==> src/rtl/alu_decode_issue.sv <==
// Decode-and-issue stage: decodes RV32I OP/OP-IMM/LUI/AUIPC into ALU commands
// and holds them in a 2-entry registered skid buffer (main = head, skid = overflow).
module alu_decode_issue #(
  parameter int unsigned N_BITS = 32
) (
  input  logic              clk,
  input  logic              rst,
  input  logic              flush,
  input  logic              in_valid,
  output logic              in_ready,
  input  logic [31:0]       in_instr,
  input  logic [N_BITS-1:0] in_pc,
  input  logic [N_BITS-1:0] in_rs1_data,
  input  logic [N_BITS-1:0] in_rs2_data,
  output logic              out_valid,
  input  logic              out_ready,
  output logic [3:0]        out_alu_op,
  output logic [N_BITS-1:0] out_in0,
  output logic [N_BITS-1:0] out_in1,
  output logic [4:0]        out_rd,
  output logic              out_illegal
);

  typedef enum logic [6:0] {
    OPC_OP     = 7'b0110011,
    OPC_OP_IMM = 7'b0010011,
    OPC_LUI    = 7'b0110111,
    OPC_AUIPC  = 7'b0010111
  } opcode_e;

  typedef struct packed {
    logic [3:0]        alu_op;
    logic [N_BITS-1:0] in0;
    logic [N_BITS-1:0] in1;
    logic [4:0]        rd;
    logic              illegal;
  } entry_t;

  logic [6:0]        opcode;
  logic [2:0]        funct3;
  logic [6:0]        funct7;
  logic [N_BITS-1:0] imm_i;
  logic [N_BITS-1:0] imm_u;
  logic [N_BITS-1:0] shamt;
  logic              legal;
  entry_t            dec;

  assign opcode = in_instr[6:0];
  assign funct3 = in_instr[14:12];
  assign funct7 = in_instr[31:25];
  assign imm_i  = N_BITS'($signed(in_instr[31:20]));
  assign imm_u  = N_BITS'($signed({in_instr[31:12], 12'b0}));
  assign shamt  = N_BITS'(in_instr[24:20]);

  always_comb begin
    dec    = '0;
    legal  = 1'b0;
    case (opcode)
      OPC_OP: begin
        legal = (funct7 == 7'b0000000) ||
                (funct7 == 7'b0100000 && (funct3 == 3'b000 || funct3 == 3'b101));
        dec.alu_op = {funct3, (funct3 == 3'b000 || funct3 == 3'b101) ? in_instr[30] : 1'b0};
        dec.in0    = in_rs1_data;
        dec.in1    = in_rs2_data;
      end
      OPC_OP_IMM: begin
        dec.in0 = in_rs1_data;
        if (funct3 == 3'b001) begin
          legal      = (funct7 == 7'b0000000);
          dec.alu_op = {funct3, 1'b0};
          dec.in1    = shamt;
        end else if (funct3 == 3'b101) begin
          legal      = (funct7 == 7'b0000000) || (funct7 == 7'b0100000);
          dec.alu_op = {funct3, in_instr[30]};
          dec.in1    = shamt;
        end else begin
          legal      = 1'b1;
          dec.alu_op = {funct3, 1'b0};
          dec.in1    = imm_i;
        end
      end
      OPC_LUI: begin
        legal   = 1'b1;
        dec.in1 = imm_u;
      end
      OPC_AUIPC: begin
        legal   = 1'b1;
        dec.in0 = in_pc;
        dec.in1 = imm_u;
      end
      default: legal = 1'b0;
    endcase
    // Illegal entries still issue, carrying only rd and the flag.
    if (!legal) begin
      dec         = '0;
      dec.illegal = 1'b1;
    end
    dec.rd = in_instr[11:7];
  end

  entry_t main_q;
  entry_t skid_q;
  logic   main_valid;
  logic   skid_valid;
  logic   ready_q;
  logic   accept;
  logic   pop;

  assign accept = in_valid & ready_q;
  assign pop    = main_valid & out_ready;

  // ready_q always tracks ~skid_valid; accept is impossible while skid is full.
  always_ff @(posedge clk) begin
    if (rst) begin
      main_q     <= '0;
      skid_q     <= '0;
      main_valid <= 1'b0;
      skid_valid <= 1'b0;
      ready_q    <= 1'b1;
    end else if (flush) begin
      main_valid <= 1'b0;
      skid_valid <= 1'b0;
      ready_q    <= 1'b1;
    end else if (skid_valid) begin
      if (pop) begin
        main_q     <= skid_q;
        skid_valid <= 1'b0;
        ready_q    <= 1'b1;
      end
    end else if (accept) begin
      if (!main_valid || pop) begin
        main_q     <= dec;
        main_valid <= 1'b1;
      end else begin
        skid_q     <= dec;
        skid_valid <= 1'b1;
        ready_q    <= 1'b0;
      end
    end else if (pop) begin
      main_valid <= 1'b0;
    end
  end

  assign in_ready    = ready_q;
  assign out_valid   = main_valid;
  assign out_alu_op  = main_q.alu_op;
  assign out_in0     = main_q.in0;
  assign out_in1     = main_q.in1;
  assign out_rd      = main_q.rd;
  assign out_illegal = main_q.illegal;

endmodule

==> config.mk <==
export PLATFORM = sky130hd
export DESIGN_NAME = alu_decode_issue
export DESIGN_NICKNAME = d
export VERILOG_FILES = /design/src/rtl/alu_decode_issue.sv
export SDC_FILE = /design/constraint.sdc
export NUM_CORES = 1
export LEC_CHECK = 0
export CAP_MARGIN = 20
export CORE_ASPECT_RATIO = 0.8
export CORE_MARGIN = 2
export CORE_UTILIZATION = 35
export DETAILED_ROUTE_END_ITERATION = 8
export HOLD_SLACK_MARGIN = 0.1
export PLACE_DENSITY_LB_ADDON = 0.3
export SLEW_MARGIN = 40
export SYNTH_ARGS = -nofsm -noshare
export SYNTH_HDL_FRONTEND = slang
export SYNTH_SLANG_ARGS = --single-unit
export TNS_END_PERCENT = 50
==> constraint.sdc <==
create_clock -name clk -period 3.3 [get_ports clk]
set_input_delay 0.99 -clock clk [delete_from_list [all_inputs] [get_ports clk]]
set_output_delay 0.99 -clock clk [all_outputs]
set_load 0.01 [all_outputs]
**Yosys cells after proc, flatten, opt, wreduce, memory -nomap -nowiden**

Index checks and enable logic that the tools add are counted.

- Bits in read-only memories: 0
- Bits of input ports: 133
- Output and inout bits: 76
- Memories kept: 0
- Bits in writable memories: 0
- Latch bits: 0
- Register bits: 151
- Logic and storage cells: 73

- Reductions and logical operators: 18
- Add/sub/neg operators: 0
- $mul: 0
- Bitwise operators: 5
- Divide/modulo/power cells: 0
- Eq/ne operators: 10
- Shift-type cells: 0
- Muxes and demuxes: 27
- Magnitude comparators: 0

Operators with widths:

| kind | count |
|---|---|
| two-way mux 74 bit | 5 |
| case mux 32 bit (3 select lines) | 1 |
| two-way mux 32 bit | 2 |
| case mux 32 bit (2 select lines) | 1 |
| equality test 7 x 6 -> 1 bit, second input constant | 3 |
| two-way mux 1 bit | 16 |
| equality test 7 x 5 -> 1 bit, second input constant | 2 |
| case mux 4 bit (2 select lines) | 1 |
| AND reduction 4 bit | 2 |
| logical NOT 7 bit | 1 |
| AND reduction 3 bit | 2 |
| nonzero test 2 bit | 3 |
| OR reduction 2 bit | 3 |
| logical OR 1 bit | 4 |
| != test 2 x 1 -> 1 bit, second input constant | 2 |
| equality test 3 x 1 -> 1 bit, second input constant | 1 |
| equality test 3 bit, second input constant | 1 |
| logical NOT 3 bit | 1 |
| NOT 1 bit | 3 |
| case mux 1 bit (3 select lines) | 1 |
| AND 1 bit | 2 |
| != test 2 bit, second input constant | 1 |
| logical AND 1 bit | 1 |
| logical NOT 1 bit | 1 |

**Logic depth before layout (Yosys ltp)**

Gate-level depths: netlist of run 1.

- Depth after elaboration: 9
- Gate-level depth with buffers: 8
- Gate-level depth less buffers: 5

**Least setup slack after synthesis of run 1**

Ideal clock, no wire load.

- Path kind: input port to flip-flop
- Start point: input in_instr[26]
- End point: register skid_q[39] (netlist name)
- Stages: 7
- Path buffers: 2
- Arrival: 2516 ps
- Required time: 3241 ps
- Library setup time: 59 ps
- Path slack: 725 ps
- Cells stage by stage: nor4_1 a31oi_1 nor4_4 a32o_1 buf_2 buf_4 a22o_1

- Cells in the longest elaborated chain, start to end: 6
- Elaborated cells between the ends (all ways): 9
- Those cells by class: eq/ne (1); mux (4); reduce/logical (4)

Ends and longest elaborated chain:

| element | RTL line | source |
|---|---|---|
| start, declared | 11 | `input logic [31:0] in_instr,` |
| equality test 7 x 6 -> 1 bit / logical NOT 7 bit (equally long branches) | n/a |  |
| logical OR 1 bit | 73 | `legal = (funct7 == 7'b0000000) \|\| (funct7 == 7'b0100000);` |
| two-way mux 1 bit | 72 | `end else if (funct3 == 3'b101) begin` |
| two-way mux 1 bit | 68 | `if (funct3 == 3'b001) begin` |
| case mux 1 bit (3 select lines) (*) | 58 | `case (opcode)` |
| two-way mux 74 bit (*) | 94 | `if (!legal) begin` |
| end signal, assigned | 116 | `skid_q <= '0;` |
| end signal, assigned | 135 | `skid_q <= dec;` |
| end, declared | 102 | `entry_t skid_q;` |

Mark *: on every way between the ends. The rest lies on a longest branch, timed or not.
A chain may end at the register's enable or synchronous reset.

**Final worst setup path of run 1**

- Start point: input in_instr[26]
- End point: register main_q, in the netlist out_in1[9]

- Cells in the longest elaborated chain, start to end: 9
- Elaborated cells between the ends (all ways): 12
- Those cells by class: eq/ne (1); mux (7); reduce/logical (4)

Ends and longest elaborated chain:

| element | RTL line | source |
|---|---|---|
| equality test 7 x 6 -> 1 bit / logical NOT 7 bit (equally long branches) | n/a |  |
| logical OR 1 bit | 73 |  |
| two-way mux 1 bit | 72 |  |
| two-way mux 1 bit | 68 |  |
| case mux 1 bit (3 select lines) (*) | 58 |  |
| two-way mux 74 bit (*) | 94 |  |
| two-way mux 74 bit (*) | 131 | `if (!main_valid \|\| pop) begin` |
| two-way mux 74 bit (*) | 130 | `end else if (accept) begin` |
| two-way mux 74 bit (*) | 124 | `end else if (skid_valid) begin` |
| end signal, assigned | 126 | `main_q <= skid_q;` |
| end, declared | 101 | `entry_t main_q;` |

Mark *: on every way between the ends. The rest lies on a longest branch, timed or not. The select of a mux whose other input is x is not followed.

==> results_dict.tcl, run 1 <==
set metrics [dict create \
    dr.first_iter.drc_count 363 \
    wl_met2_um 9900 \
    site_row_count 45 \
    floorplan.die_area_mm2 0.0206 \
    internal_power_uw 3400 \
    synth_warnings 0 \
    layout-drive-gt1-share 0.0732 \
    post-route-drc-count 0 \
    grt_first_pass_wirelength_um 34000 \
    total_power_uw 4420 \
    setup_viol 0 \
    critical_path_required_ns 3.63 \
    clock_insertion_delay_worst_skew_ns 0.42 \
    path_clk_slew_ns 0.06 \
    path_cells "clkdlybuf4s50_1, nor4_1, buf_4, a31oi_1, nor4_4, buf_4, o21bai_2, buf_4, o22ai_1" \
    crit_path_max_fanout 12 \
    timing_max_transition_violations_final 0 \
    yosysSeqAreaShare 0.443 \
    hp-class "reg -> reg" \
    drtPass1Iterations 5 \
    initial_core_util 0.358 \
    avgViaCountPerCell 5.24 \
    final.setup_skew_ns 0.00679 \
    max_slew.worst_pin.slew_ns 0.785 \
    cellLeakagePower_uw 0.00352 \
    place_congestion 0.780 \
    ant_nets 0 \
    p_per_area_mw_per_mm2 447 \
    floorplan.io_pins 209 \
    synth-edff-count 0 \
    synthesis.instances 843 \
    period_share 0.837 \
    synth_commonest_cells "sky130_fd_sc_hd__dfxtp_1 (151), sky130_fd_sc_hd__a21oi_1 (124), sky130_fd_sc_hd__nor2_1 (77)" \
    critical-path-top-delay-family "buffers and inverters" \
    yosys-top-cells-area "sky130_fd_sc_hd__dfxtp_1 (44%), sky130_fd_sc_hd__a21oi_1 (9.1%), sky130_fd_sc_hd__a22o_1 (5.0%)" \
    postSynthNetCount 976 \
    tritoncts "yes" \
    pwr-share-clk 0.452 \
    cp_slowest_cell "sky130_fd_sc_hd__clkdlybuf4s50_1" \
    grt_usage 0.207 \
    topRoutingLayerUsed "met4" \
    cts_max_path_buffers 2 \
    max_freq_mhz 362 \
    setup.worst_path.class "in -> reg" \
    rsz0062_at_grt "no" \
    postSynthAreaPerCell_um2 8.09 \
    worstSetupEndpointType "register" \
    outcome "complete, no violations" \
    cts_htree_levels 4 \
    path_buf_inv 4 \
    critical_path.startpoint_type "input pin" \
    ys_async_sr_fraction 0 \
    max-cap-violations 0 \
    average_wire_per_standard_cell_um 16.4 \
    cts_hold_repair.buffers 0 \
    detail_route.wirelength_um 21300 \
    antenna_cells_inserted 0 \
    wl_met3_um 1290 \
    detailedPlacementHpwl_um 14700 \
    synth.most_common_cell "sky130_fd_sc_hd__dfxtp_1" \
    area.growth.synth_to_final_pct 45.2 \
    irDropWorstVdd_mv 0.247 \
    grt_pass1_vias 6482 \
    cp_slowest_stage_delay_ns 0.48 \
    final.setup.worst_slack_ns 0.539 \
    nNetsFinal 1160 \
    largest_net_degree_at_the_start_of_global_routing 111 \
    core_ar_mm2 0.0190 \
    cts_setup_buffers 0 \
    syn-cell-area_mm2 0.00682 \
    synth_cell_type_count 40 \
    utilization 0.520 \
    place.port_buffers 208 \
    sum_neg_setup_slack_ns 0 \
    finalCriticalPeriod_ns 2.76 \
    ys_ff_latch 151 \
    switchingPower_uw 1020 \
    die_height_um 129 \
    post-synth-top-area-fraction 0.443 \
    antenna_found_initial 0 \
    globalRoute.totalOverflow 0 \
    arrival_ns 3.10 \
    vias 6797 \
    pre_cts_setup_slack_ns 0.128 \
    pwr-share-comb 0.125 \
    die_width_um 160 \
    most_numerous_cell_on_the_critical_path "sky130_fd_sc_hd__buf_4" \
    clock_sinks 151 \
    synth_flop_cell "sky130_fd_sc_hd__dfxtp_1" \
    cts_resized 0 \
    max_slew_margin 0.477 \
    power.switching_fraction 0.231 \
    drt-met1-wl_um 9740 \
    clock-root-buffer "sky130_fd_sc_hd__clkbuf_16" \
    yosys.area.top_type "sky130_fd_sc_hd__dfxtp_1" \
    cts_inserted_buffers 17 \
    share_seq_of_total_power 0.423 \
    finalHoldViolations 0 \
]
## registers in the layout, summed over array words and instances, names as in the netlist
signal,flops
skid_q,74
out_valid,1
out_rd,5
out_alu_op,4
out_illegal,1
out_in1,32
out_in0,32
skid_valid,1
in_ready,1
## placed cells by master, fill, tap and decap left out, drive strengths merged, types with 2 or more instances in the layout
master and instances:
mux2i 10, nand3b 2, nand2 63, nor4 2
nor2 77, nand3 5, a211o 20, a32o 4
clkinv 5, dfxtp 151, nor2b 34, or3 3
a21oi 124, o21ai 43, clkdlybuf4s50 206, bufinv 4
a31oi 4, a311oi 5, nand2b 4, inv 23
and3 32, a22o 39, o22ai 31, a211oi 39
nor3 38, clkbuf 21, buf 39
## final cells by class
| cell class | instances | area [um2] |
|---|---|---|
| Fill cell | 1846 | 9130 |
| Inverter | 23 | 86.3 |
| Tap cell | 258 | 323 |
| Sequential cell | 151 | 3030 |
| Clock inverter | 9 | 153 |
| Multi-Input combinational cell | 589 | 3420 |
| Timing Repair Buffer | 245 | 2460 |
| Clock buffer | 21 | 440 |
## worst min-delay path, stage by stage, from the launching register on
cell	delay (ns)
sky130_fd_sc_hd__dfxtp_1	0.32
sky130_fd_sc_hd__nand2_1	0.04
sky130_fd_sc_hd__o21ai_0	0.06
## kinds of logic after synthesis
| family | synth area share |
|---|---|
| simple gates | 0.185 |
| buf+inv | 0.0602 |
| flops | 0.443 |
| compound gates | 0.295 |
| mux | 0.0147 |
| xor+xnor | 0.00128 |
## per-layer routing
metal | vias to the layer above | global-route usage
met5 | - | 0
met4 | 0 | 0.0641
met3 | 23 | 0.0561
met2 | 187 | 0.336
met1 | 3175 | 0.271
li1 | 3412 | -
## stage by stage
| stage | hold WS, ns | instance area (um2) | std cells |
|---|---|---|---|
| after global placement | 0.426 | 9280 | 1264 |
| after floorplan | 0.417 | 6820 | 843 |
| after global routing | 0.471 | 9900 | 1296 |
| after CTS | 0.450 | 9900 | 1296 |
| after detailed placement | 0.437 | 9310 | 1266 |
| final | 0.445 | 9900 | 1296 |
## power by group through the flow
stage / combinational (uW) / clock [uW] / sequential, uW
final: 551 / 2000 / 1870
after global routing: 598 / 2120 / 1880
after CTS: 555 / 2040 / 1870
after detailed placement: 553 / 0 / 1910
after global placement: 544 / 0 / 1910
after floorplan: 220 / 0 / 1930
## worst paths after layout
check                     from    endpoint  slack, ns  depth (start not counted)
setup / recovery  in_instr[26]  out_in1[9]       0.54                          9
hold / removal      skid_q[26]  skid_q[26]       0.44                          2
setup reg to reg      in_ready  skid_q[73]       1.37                          7
hold reg to reg     skid_q[26]  skid_q[26]       0.44                          2
Note: power is estimated with default switching activity, not from simulation.
==> run 2: changes to the inputs <==
Clock period 3.3 ns to 2.5 ns, I/O delays scaled along.
==> run 2 against run 1 <==
  * Cell count up 2.9%
  * Global-route usage is 0.41 points higher
  * Register-to-register slack worse by 0.68 ns
  * Setup slack worse by 0.46 ns
  * Sequential share of layout area fell by 1.2 points
  * Count of clock-buffer cells in the layout fell by 4
  * Total power grew 32%
  * Via count grew 2.1%
  * Sequential power is 32% higher
  * Combinational power up 45%
==> results_dict.tcl, run 2 (synthesized netlist as in run 1, its figures left out) <==
set metrics [dict create \
    outcome "complete, no violations" \
    final_common_cell "sky130_fd_sc_hd__clkdlybuf4s50_1" \
    sum_neg_setup_slack_ns 0 \
    max_freq_mhz 412 \
    max_slew.worst_pin.slew_ns 0.637 \
    period_share 0.970 \
    path_clk_slew_ns 0.06 \
    p_per_area_mw_per_mm2 569 \
    ant_nets 0 \
    placedInstanceArea_mm2 0.00965 \
    critical_path.startpoint_type "input pin" \
    switchingPower_uw 1480 \
    average_wire_per_standard_cell_um 16.6 \
    antenna_cells_inserted 0 \
    globalRoute.totalOverflow 0 \
    clock-root-buffer "sky130_fd_sc_hd__clkbuf_16" \
    rsz0062_at_grt "yes" \
    nNetsFinal 1195 \
    clock_insertion_delay_worst_skew_ns 0.42 \
    max-cap-violations 0 \
    grt-busiest-layer "met2" \
    antenna_found_initial 0 \
    dr.first_iter.drc_count 470 \
    post-route-cell-area_mm2 0.0103 \
    setup_viol 0 \
    pwr-share-comb 0.136 \
    max_flop_register "skid_q" \
    place.port_buffers 208 \
    finalCriticalPeriod_ns 2.42 \
    pwr-share-clk 0.442 \
    grt_pass1_vias 6585 \
    initial_core_util 0.358 \
    inst_count_dp 1300 \
    mostFrequentLayoutCells "sky130_fd_sc_hd__clkdlybuf4s50_1 (206), sky130_fd_sc_hd__dfxtp_1 (150), sky130_fd_sc_hd__a21oi_1 (124)" \
    layout-drive-gt1-share 0.113 \
    vias 6941 \
    final.setup.worst_slack_ns 0.0754 \
    tritoncts "yes" \
    cts_hold_repair.buffers 0 \
    total_power_uw 5860 \
    cts_max_path_buffers 2 \
    stdcell_count 1333 \
    detailedPlacementHpwl_um 15300 \
    largest_net_degree_at_the_start_of_global_routing 111 \
    power.switching_fraction 0.253 \
    drtPass1Iterations 5 \
    area.growth.synth_to_final_pct 50.9 \
    cts_inserted_buffers 17 \
    finalHoldViolations 0 \
    clock_sinks 151 \
    die_width_um 160 \
    arrival_ns 2.79 \
    largest_register_ffs 74 \
    grt_usage 0.211 \
    post-route-drc-count 0 \
    floorplan.io_pins 209 \
    grt_use_met2 0.341 \
    crit_path_max_fanout 32 \
    cts_htree_levels 4 \
    timing_max_transition_violations_final 0 \
    pre_cts_setup_slack_ns -0.724 \
    core_ar_mm2 0.0190 \
    internal_power_uw 4380 \
    avgViaCountPerCell 5.21 \
    hp-class "reg -> reg" \
    grt_util_met1 0.277 \
    site_row_count 45 \
    setup.worst_path.class "in -> reg" \
    final.setup_skew_ns 0.00723 \
    place_congestion 0.814 \
    critical_path_required_ns 2.87 \
    cellLeakagePower_uw 0.00372 \
    share_seq_of_total_power 0.422 \
    detail_route.wirelength_um 22100 \
    worstSetupEndpointType "register" \
    irDropWorstVdd_mv 0.388 \
    n_fill_cell 1828 \
    max_slew_margin 0.575 \
    floorplan.die_area_mm2 0.0206 \
    grt_first_pass_wirelength_um 34700 \
    global_route.usage.met3 0.0516 \
    die_height_um 129 \
]
==> run 2: cell types whose count changed in the layout (fill, tap and decap cells not counted), sizes merged <==
cell / previous run / this run
inv: 23 / 28
clkinvlp: 0 / 2
buf: 39 / 74
bufinv: 4 / 2
clkbuf: 21 / 17
clkinv: 5 / 6
==> run 2: final cells by class <==
type / count / area (um2) / area share
Timing Repair Buffer: 280 / 2800 / 0.272
Clock buffer: 17 / 425 / 0.0413
Multi-Input combinational cell: 589 / 3460 / 0.336
Sequential cell: 151 / 3030 / 0.294
Tap cell: 258 / 323 / 0.0314
Inverter: 23 / 86.3 / 0.00839
Clock inverter: 15 / 169 / 0.0164
==> run 2: path summary, 6_finish.rpt <==
check | start | end | slack [ns] | depth (start not counted)
max | in_instr[26] | skid_q[63] | 0.08 | 8
min | skid_q[21] | skid_q[21] | 0.45 | 2
max reg2reg | skid_valid | out_in0[31] | 0.69 | 7
min reg2reg | skid_q[21] | skid_q[21] | 0.45 | 2
==> run 2: power by group through the flow <==
stage / clock network, uW / registers [uW] / logic (uW)
floorplan: 0 / 2540 / 291
global placement: 0 / 2530 / 783
detailed placement: 0 / 2530 / 788
CTS: 2630 / 2470 / 794
global route: 2750 / 2480 / 858
finish: 2590 / 2470 / 798
==> run 2: per-layer routing <==
layer | wire length, um | part of all wire
met3 | 1280 | 0.058
met4 | 457 | 0.021
met5 | 0 | 0
met1 | 10100 | 0.46
met2 | 10200 | 0.46
==> run 2: worst max-delay path, cell delays in order <==
cell                              delay [ns]
sky130_fd_sc_hd__clkdlybuf4s50_1        0.48
sky130_fd_sc_hd__nor4_4                 0.31
sky130_fd_sc_hd__buf_4                  0.17
sky130_fd_sc_hd__a31oi_1                0.13
sky130_fd_sc_hd__nor4_4                 0.26
sky130_fd_sc_hd__a32o_1                 0.30
sky130_fd_sc_hd__buf_12                 0.22
sky130_fd_sc_hd__a22o_1                 0.15
==> run 2: metrics by stage <==
step,util,hold WS (ns)
after floorplan,-,0.417
after global placement,0.507,0.426
after detailed placement,0.507,0.436
after CTS,0.539,0.450
after global routing,0.541,0.467
final,0.541,0.447
==> run 2: timing repair <==
action                                 CTS  global route
setup buffers                            0             1
endpoints found under the hold margin    0             0
pin swaps                                1             1
setup endpoints to repair              126            46
gates resized for setup                  3             5
==> variant 1 (config.mk and constraints of run 2) <==
Change the parameter `N_BITS` from 32 to 64.
--- a/src/rtl/alu_decode_issue.sv
+++ b/src/rtl/alu_decode_issue.sv
@@ -1,7 +1,7 @@
 // Decode-and-issue stage: decodes RV32I OP/OP-IMM/LUI/AUIPC into ALU commands
 // and holds them in a 2-entry registered skid buffer (main = head, skid = overflow).
 module alu_decode_issue #(
-  parameter int unsigned N_BITS = 32
+  parameter int unsigned N_BITS = 64
 ) (
   input  logic              clk,
   input  logic              rst,
Ports: changed (5 resized); port bits go from 209 to 369. The function was not compared with the original's and may differ.
==> variant 1 against run 2 <==
First-iteration DRC count is 72% higher. Routed wire length is 96% higher. Power is 85% higher. Setup slack better by 0.018 ns. Sequential cell count is 128 higher. Design area is 80% higher. Synthesized area is 83% higher. Count of clock-buffer cells in the layout is 22 higher. Critical path type is now reg -> out. Largest cell class unchanged. Largest power group is now registers. Highest routed layer is now met5.
==> variant 1: results (changes against run 2) <==
status finished, final reports clean; Placed Cells 2360 (+82%); M3 GR Usage 0.0461 (-0.00549); met2 wire len 19600 um (+92%); most frequent cells after synthesis dfxtp_1, a21oi_1, o21ai_0, nor3_1, clkbuf_1; slowest stage delay, CP 0.66 ns (+0.18 ns); Clock Tree Buf Depth 3 (+1); placed inst area 0.0175 sq mm (+81%); actual slew at the worst max-slew pin 0.814 ns (+0.177 ns); post-synthesis sequential area ratio 0.446 (+0.00326); share of layout cells above drive strength 1 0.100 (-0.0135); routed wire length on met3 2860 um (+120%); Max Used Layer met5; largest cells by area after synthesis dfxtp_1, a21oi_1, o21ai_0; Worst Path Arrival 1.66 ns (-1.13 ns); pre-CTS setup slack -0.395 ns (+0.329 ns); CTS resizes 0 (-3); skew final 0.0170 ns (+0.00979 ns); wl on met1 19300 um (+92%); CTS Buf Count 29 (+12); largest net degree at the start of global routing 106 (-4.5%); first-pass GRT wire length 69300 um (+100%); clk_lat worst skew 0.56 ns (+0.14 ns); vias in the first global route 12.6k (+91%); H-tree levels 1 (-3)
variant 1: changes by cell type after synthesis, sizes merged, moves of 26 or more:
| cell | run 2 | this run |
|---|---|---|
| o21ai | 43 | 176 |
| dfxtp | 151 | 279 |
| nor3 | 38 | 158 |
| a21oi | 124 | 196 |
| clkbuf | 64 | 130 |
| nor2b | 34 | 86 |
| a22o | 39 | 86 |
| nor2 | 77 | 122 |
| and2 | 0 | 40 |
| a211oi | 39 | 78 |
| o22ai | 31 | 5 |
variant 1: power by group:
part / switching (mW) / leakage [nW] / total [mW] / internal [mW]
Combinational: 0.816 / 3.92 / 1.75 / 0.931
Clock: 1.86 / 0.470 / 4.47 / 2.60
Sequential: 0.0729 / 2.27 / 4.65 / 4.58
variant 1: cell families after synthesis:
| logic type | Yosys count | share of synthesized area |
|---|---|---|
| multiplexers | 15 | 0.0120 |
| AND/OR/NAND/NOR | 508 | 0.200 |
| AO/OA/AOI/OAI | 581 | 0.285 |
| buffers and inverters | 166 | 0.0562 |
| XOR/XNOR | 1 | 0.000700 |
| flip-flops | 279 | 0.446 |
variant 1: area by class of cell:
type	instances	area (sq um)
Multi-Input combinational cell	1105	6300
Timing Repair Buffer	499	5010
Inverter	5	21.3
Clock inverter	13	163
Fill cell	3296	16500
Clock buffer	39	815
Tap cell	472	591
Antenna cell	1	2.50
Sequential cell	279	5590
variant 1: final timing paths:
path	slack, ns	to	from
setup / recovery	0.09	out_valid	out_valid$_SDFFE_PP0P_
hold / removal	0.45	skid_q[7]$_SDFFE_PP0P_	skid_q[7]$_SDFFE_PP0P_
setup reg to reg	0.35	out_in1[46]$_SDFFE_PP0P_	skid_valid$_SDFF_PP0_
hold reg to reg	0.45	skid_q[7]$_SDFFE_PP0P_	skid_q[7]$_SDFFE_PP0P_
==> variant 2 (settings of run 2) <==
Without the edit above. Make the reset (`rst`) asynchronous in one clocked block.
--- a/src/rtl/alu_decode_issue.sv
+++ b/src/rtl/alu_decode_issue.sv
@@ -110,7 +110,7 @@
   assign pop    = main_valid & out_ready;
 
   // ready_q always tracks ~skid_valid; accept is impossible while skid is full.
-  always_ff @(posedge clk) begin
+  always_ff @(posedge clk or posedge rst) begin
     if (rst) begin
       main_q     <= '0;
       skid_q     <= '0;
Behaviour: differs if rst is asserted again (counterexample within 4 cycles, from zero or initial values and one cycle with rst high); with rst held inactive, the same outputs for 4 cycles.
==> variant 2 against run 2 <==
Sequential cell count is the same. Design area grew 16%. Non-clock buffer count grew 11. Synthesized area grew 21%. Routed wire length grew 17%. Combinational power grew 21%. Power grew 6.3%. Setup slack lost 0.071 ns. Highest routed layer unchanged.
==> variant 2: results (changes against run 2) <==
Synth Warn # 0 (unchanged); Async S/R FF share, synth 1.00 (+1.00); placed inst area 0.0112 sq mm (+17%); Clock Tree Buf Depth 2 (unchanged); Post-Syn Nets 1053 (+7.9%); post-DR wirelength/cell 17.5 um (+6.0%); GRT Overall Usage 0.207 (-0.00381); Worst Path Arrival 2.85 ns (+0.06 ns); largest cells by area after synthesis dfrtp_1, nand2_1, mux2i_1; r2r worst-path depth 6 (-1); hold_sp skid_q[16]$_DFFE_PP0P_; largest net degree at the start of global routing 61 (-45%); clk_lat worst skew 0.42 ns (about the same); routability cong. 0.789 (-3.0%); CP max-delay cell or4_4; max reg flops 74 (unchanged); first-pass GRT wire length 40600 um (+17%); Slew HR 0.619 (+0.0440); status finished, final reports clean; FF-to-FF Start skid_valid$_DFF_PP0_; Avg Vias per Cell 5.10 (-2.1%); vias in the first global route 7384 (+12%); pre-CTS setup slack -0.480 ns (+0.244 ns); IO buf count 208 (unchanged); DRC Markers 0 (unchanged); most frequent cells after synthesis nand2_1, dfrtp_1, o21ai_0, mux2i_1, clkbuf_1; P_leak 4.95 nW (+33%); HPWL after DPL 17900 um (+17%); post-synthesis sequential area ratio 0.456 (+0.0129); CTS Buf Count 17 (unchanged); skew final 0.00791 ns (+0.000683 ns); Synth cell types 37 (-7.5%); Max Fanout on Critical Path 6 (-81%); share of layout cells above drive strength 1 0.118 (+0.00472); Min-Delay Path Depth 2 (unchanged); clock slew at reported path FFs roughly 0.070 ns; diode count 0 (unchanged); Crit. Startpoint in_instr[27]; Synth Instances 920 (+9.1%); slowest stage delay, CP 0.44 ns (-0.04 ns); Placed Cells 1434 (+10%); drt first pass iters 5 (unchanged); clock root buffer clkbuf_16; via count 7495 (+8.0%); worst vdd ir 0.503 mV (+30%); initial drt markers 581 (+24%); largest register by flop count skid_q; initial antenna violation count 0 (unchanged); Top delay family on crit path compound AO/OA/AOI/OAI gates; H-tree levels 4 (unchanged); fin nets 1279 (+7.0%); Hold Path Class reg -> reg
[variant 2: cell type report]
type | count | area (sq um)
fillers | 2155 | 11400
clock buffers | 17 | 425
repair buffers | 291 | 2960
well taps | 312 | 390
clock inverters | 15 | 191
inverters | 32 | 124
multi-input cells | 653 | 4100
flip-flops and latches | 151 | 3780
[variant 2: worst reg2reg max path, cell delays in order (launching register included)]
cell,delay [ns]
dfrtp_2,0.51
nand3b_1,0.29
buf_4,0.20
nor3_2,0.15
buf_4,0.44
nand2_1,0.12
o21ai_0,0.18
[variant 2: logic make-up (layout without fill, tap and decap cells)]
family,after synthesis,in the layout,synth area share
AND/OR/NAND/NOR,357,357,0.212
AO/OA/AOI/OAI,221,221,0.186
flip-flops,151,151,0.456
buffers and inverters,116,355,0.0562
multiplexers,74,74,0.0894
XOR/XNOR,1,1,0.00106
[variant 2: where the power goes]
| part | internal [mW] | total [mW] | switching [mW] |
|---|---|---|---|
| sequential | 2.52 | 2.56 | 0.0458 |
| combinational | 0.492 | 0.968 | 0.476 |
| clock | 1.59 | 2.69 | 1.10 |
[variant 2: routing by layer]
metal | up-vias | global-route usage | share of wire
met4 | 0 | 0.0518 | 0.015
met5 | - | 0 | 0
met1 | 3636 | 0.296 | 0.46
met3 | 21 | 0.0517 | 0.059
met2 | 188 | 0.315 | 0.46
li1 | 3650 | - | -
[variant 2: timing repair]
action,in CTS,in global routing
setup endpoints to repair,10,38
setup buffers,0,2
resized for setup,0,9
pin swaps,1,4
cloned,0,3
[variant 2: worst paths after layout]
| path | endpoint | slack, ns |
|---|---|---|
| max | skid_q[28]$_DFFE_PP0P_ | 0.005 |
| min | skid_q[16]$_DFFE_PP0P_ | 0.47 |
| max reg2reg | out_in0[5]$_DFFE_PP0P_ | 0.54 |
| min reg2reg | skid_q[16]$_DFFE_PP0P_ | 0.47 |
| max in group asynchronous | in_ready$_DFFE_PP1P_ | 1.15 |
| min in group asynchronous | out_in0[20]$_DFFE_PP0P_ | 0.72 |
